### src/rtl/decimate_pack_pkg.sv
// Shared constants and state encoding for the pixel decimate/pack block and
// its parent regeneration engine.
package decimate_pack_pkg;

   localparam int unsigned DP_BITS_PER_BYTE = 7;
   localparam int unsigned STRETCH_W        = 8;

   typedef enum logic [0:0] {
      IDLE    = 1'b0,
      STRETCH = 1'b1
   } dp_state_t;

   // A stretch factor of zero behaves as one pixel per sample.
   function automatic logic [STRETCH_W-1:0] eff_stretch(input logic [STRETCH_W-1:0] sf);
      return (sf == '0) ? STRETCH_W'(1) : sf;
   endfunction

endpackage : decimate_pack_pkg

### src/rtl/decimate_pack.sv
// Stretches single-bit logic samples into runs of pixels and packs the pixels
// LSB-first into BITS_PER_BYTE-wide output bytes, with an explicit flush.
module decimate_pack
   import decimate_pack_pkg::*;
#(
   parameter int unsigned BITS_PER_BYTE = DP_BITS_PER_BYTE
) (
   input  logic                     clk,
   input  logic                     rst_n,
   input  logic                     clr,
   input  logic                     sample_in,
   input  logic                     sample_valid,
   input  logic                     flush,
   input  logic [STRETCH_W-1:0]     stretch_factor,
   output logic [BITS_PER_BYTE-1:0] byte_out,
   output logic                     byte_valid,
   output logic                     ready
);

   localparam int unsigned CNT_W = $clog2(BITS_PER_BYTE + 1);
   localparam logic [CNT_W-1:0] LAST_BIT = CNT_W'(BITS_PER_BYTE - 1);

   dp_state_t                state_q, state_d;
   logic                     bit_q;
   logic [STRETCH_W-1:0]     rep_cnt_q;
   logic [BITS_PER_BYTE-1:0] acc_q;
   logic [CNT_W-1:0]         bit_cnt_q;
   logic                     flush_pending_q;

   logic                     accept_c;
   logic                     flush_srv_c;
   logic [BITS_PER_BYTE-1:0] acc_set_c;

   // State register
   always_ff @(posedge clk or negedge rst_n) begin
      if (!rst_n) begin
         state_q <= IDLE;
      end else if (clr) begin
         state_q <= IDLE;
      end else begin
         state_q <= state_d;
      end
   end

   // Next-state logic: leave STRETCH on the cycle the repeat counter hits zero
   always_comb begin
      state_d = state_q;
      case (state_q)
         IDLE:    if (sample_valid)              state_d = STRETCH;
         STRETCH: if (rep_cnt_q <= STRETCH_W'(1)) state_d = IDLE;
         default:                                state_d = IDLE;
      endcase
   end

   // Output / control decode; a sample always wins over a flush in IDLE
   always_comb begin
      ready       = 1'b0;
      accept_c    = 1'b0;
      flush_srv_c = 1'b0;
      if (state_q == IDLE) begin
         ready       = 1'b1;
         accept_c    = sample_valid;
         flush_srv_c = !sample_valid && (flush_pending_q || flush);
      end
   end

   assign acc_set_c = acc_q | (BITS_PER_BYTE'(bit_q) << bit_cnt_q);

   // Sample latch, repeat counter, accumulator and byte output
   always_ff @(posedge clk or negedge rst_n) begin
      if (!rst_n) begin
         bit_q           <= 1'b0;
         rep_cnt_q       <= '0;
         acc_q           <= '0;
         bit_cnt_q       <= '0;
         flush_pending_q <= 1'b0;
         byte_out        <= '0;
         byte_valid      <= 1'b0;
      end else if (clr) begin
         bit_q           <= 1'b0;
         rep_cnt_q       <= '0;
         acc_q           <= '0;
         bit_cnt_q       <= '0;
         flush_pending_q <= 1'b0;
         byte_out        <= '0;
         byte_valid      <= 1'b0;
      end else begin
         byte_valid <= 1'b0;
         if (flush) begin
            flush_pending_q <= 1'b1;
         end

         if (accept_c) begin
            bit_q     <= sample_in;
            rep_cnt_q <= eff_stretch(stretch_factor);
         end else if (flush_srv_c) begin
            flush_pending_q <= 1'b0;
            acc_q           <= '0;
            bit_cnt_q       <= '0;
            if (bit_cnt_q != '0) begin
               byte_out   <= acc_q;
               byte_valid <= 1'b1;
            end
         end

         if (state_q == STRETCH) begin
            rep_cnt_q <= rep_cnt_q - STRETCH_W'(1);
            if (bit_cnt_q == LAST_BIT) begin
               byte_out   <= acc_set_c;
               byte_valid <= 1'b1;
               acc_q      <= '0;
               bit_cnt_q  <= '0;
            end else begin
               acc_q     <= acc_set_c;
               bit_cnt_q <= bit_cnt_q + CNT_W'(1);
            end
         end
      end
   end

endmodule : decimate_pack

### config.mk
export PLATFORM = sky130hd
export DESIGN_NAME = decimate_pack
export DESIGN_NICKNAME = d
export VERILOG_FILES = /design/src/rtl/decimate_pack_pkg.sv /design/src/rtl/decimate_pack.sv
export SDC_FILE = /design/constraint.sdc
export NUM_CORES = 1
export LEC_CHECK = 0
export ABC_AREA = 1
export CAP_MARGIN = 15
export CORE_MARGIN = 4
export CORE_UTILIZATION = 54
export DETAILED_ROUTE_END_ITERATION = 8
export PLACE_DENSITY = 0.78
export SYNTH_ARGS = -nofsm -noshare
export SYNTH_HDL_FRONTEND = slang
export SYNTH_SLANG_ARGS = --single-unit
### constraint.sdc
create_clock -name clk -period 1.5 [get_ports clk]
set_input_delay 0.375 -clock clk [delete_from_list [all_inputs] [get_ports clk]]
set_output_delay 0.375 -clock clk [all_outputs]
set_load 0.02 [all_outputs]
==> flow_summary.yaml <==
critical_path:
  critPathCaptureType: "primary output"
  reg2reg_depth: 8
  regToRegEndpoint: "byte_out[1]"
  critPathLaunchType: "flip-flop"
  path_cells: "dlygate4sd2_1"
  worst_path_max_delay_cell: "dfrtp_1"
  crit_path_max_fanout: 2
  rrSetupSlack_ns: 0.17
  cp.buffers_inverters: 1
  critical-path-max-stage-delay_ns: 0.39
  reg2reg_from: "state_q"
  cp.required_ns: 1.12
  cp_data_arrival_time_ns: 1.03
  crit_type: "flip-flop to primary output"
  crit_family: "flip-flops"
layout:
  diodes: 0
  utilization_pct: 69.3
  final_nets: 281
  synthToLayoutAreaGrowth_pct: 21.8
  drive_gt1_share_pct: 16.2
yosys:
  yosysSeqAreaShare_pct: 41.4
  synth_seq_cells: 29
  avgSynthCellArea_um2: 7.72
  synth_area_um2: 1750
  synth_cell_type_count: 27
  ys_dominant_reg_cell: "dfrtp_1"
  syn_inst: 227
  async_reset_ff_share_pct: 100
  synth-edff-count: 0
  syn_nets: 243
  yosysWarnings: 0
timing:
  max_freq_mhz: 713
  hold_viol_final: 0
  worstMarginPinSlew_ns: 0.270
  relSlewSlack_pct: 81.8
  totalNegativeSetupSlack_ns: 0
  rsz0062_at_grt: "no"
  whs_ns: 0.407
  drv_slew: 0
  fin_crit_ns: 1.40
  setup_viol: 0
  timing.final.ws_setup_ns: 0.0973
  fin_crit_sh_pct: 93.5
  clock_skew_ns: 0.0102
drt:
  viasPerCell: 5.11
  wire_per_inst_um: 12.0
  ant_nets: 0
  drtIter0Drc: 117
  drc: 0
  dr.pass1.iters: 4
  vias: 1583
  wl_um: 3730
power:
  ir_drop_mv: 0.494
  power_leakage_nw: 1.08
  p_per_area_nw_per_um2: 844
  finalPower_w: 0.00180
clocking:
  clkSinkCount: 29
  cts.reportedPaths.clkPinSlew_ns: 0.09
  clockBufferDepth: 2
  ctsHoldBuffers: 0
  clk_latency_ns: 0.32
  clock_tree.root_cell: "clkbuf_4"
  numCtsBuffers: 5
  cts_tree: "built"
  htreeDepth: 2
hold_path:
  hp-class: "input port to async pin"
floorplanning:
  io_pins: 23
  die_h_um: 65.0
  dieArea_um2: 4220
  die_w_um: 65.0
  row_count: 20
  core_area_um2: 3080
  initial_core_util_pct: 57.0
placed_design:
  gp_congestion: 0.878
  dp_hpwl_um: 2900
  dp_slack_ns: -0.185
  io_buffers: 22
global_routing:
  antenna_found_initial: 0
  grt_max_degree: 30
  grt_usage_pct: 21.1
  grt_pass1_wl_um: 6810
  grt_pass1_vias: 1537
  gr-total-overflow: 0
run_status:
  status: "finished, final reports clean"
flow_run:
  maxCapViolations: 0
kinds of logic after synthesis:
| kind of cell | count (synthesis) | synth area share (%) |
|---|---|---|
| adders and majority gates | 2 | 1.43 |
| AOI/OAI and AO/OA | 43 | 14.1 |
| and+or+nand+nor | 110 | 32.4 |
| buffers and inverters | 43 | 10.7 |
| DFF | 29 | 41.4 |
per-layer routing:
metal	GRT usage (%)	wire, µm	up-vias
met4	7.39	68	0
met1	29.0	1770	720
met3	6.41	247	9
met2	31.4	1650	41
li1	-	-	813
met5	0	0	-
power breakdown:
part | internal [W] | switching [W]
registers | 0.000834 | 0.0000448
logic | 0.000192 | 0.000303
clock network | 0.000186 | 0.000242
stage by stage:
| stage | cell area [µm²] | cells |
|---|---|---|
| 6_report | 2130 | 310 |
| 5_1_grt | 2130 | 310 |
| 4_1_cts | 2140 | 310 |
| 3_5_place_dp | 2100 | 302 |
| 3_3_place_gp | 2100 | 302 |
| 2_1_floorplan | 1750 | 227 |
sequential cells by signal, indices dropped and copies added, names as in the netlist:
name	count
rep_cnt_q	8
acc_q	7
byte_out	7
bit_cnt_q	3
bit_q	1
byte_valid	1
flush_pending_q	1
state_q	1
synth_stat cells, types with 3 or more instances:
cell	count	area share [%]
nand2_1	46	9.9
inv_1	34	7.3
dfrtp_1	29	41
nand3_1	29	8.3
a21oi_1	17	4.9
nor2_1	15	3.2
o21ai_0	14	4.0
nand2_4	6	3.9
a21oi_2	4	2.0
inv_2	3	0.64
nand2_2	3	1.1
nor2_8	3	3.4
layout by cell type, fill, tap and decap left out, drive strengths merged, types with 8 or more instances in the layout:
master / n
nand2: 55
buf: 11
dfrtp: 29
nand3: 29
nor2: 20
a21oi: 21
clkbuf: 9
inv: 40
clkdlybuf4s50: 13
o21ai: 16
dlygate4sd2: 8
timing repair:
item,CTS,global route
setup buffers,0,0
pin swaps,0,0
hold endpoints to repair,0,0
gates resized for setup,9,3
setup endpoints to repair,9,2
cell type report:
cell class                      count  area [µm²]
Clock buffer                        8        48.8
Fill cell                         261         943
Inverter                           41         165
Multi-Input combinational cell    155         840
Sequential cell                    29         726
Tap cell                           44        55.1
Timing Repair Buffer               33         300
worst max path at each step:
stage,endpoint,slack (ns),cells after the start,from
after detailed placement,byte_out[1],-0.19,8,sample_valid
after global routing,byte_out[1],0.02,8,state_q
final,byte_out[1],0.1,1,byte_out[1]
after CTS,ready,0.01,2,state_q
after floorplan,bit_cnt_q[1],0.28,8,state_q
after global placement,byte_out[5],-0.14,8,sample_valid
No activity file was read; power rests on OpenSTA's default activity.
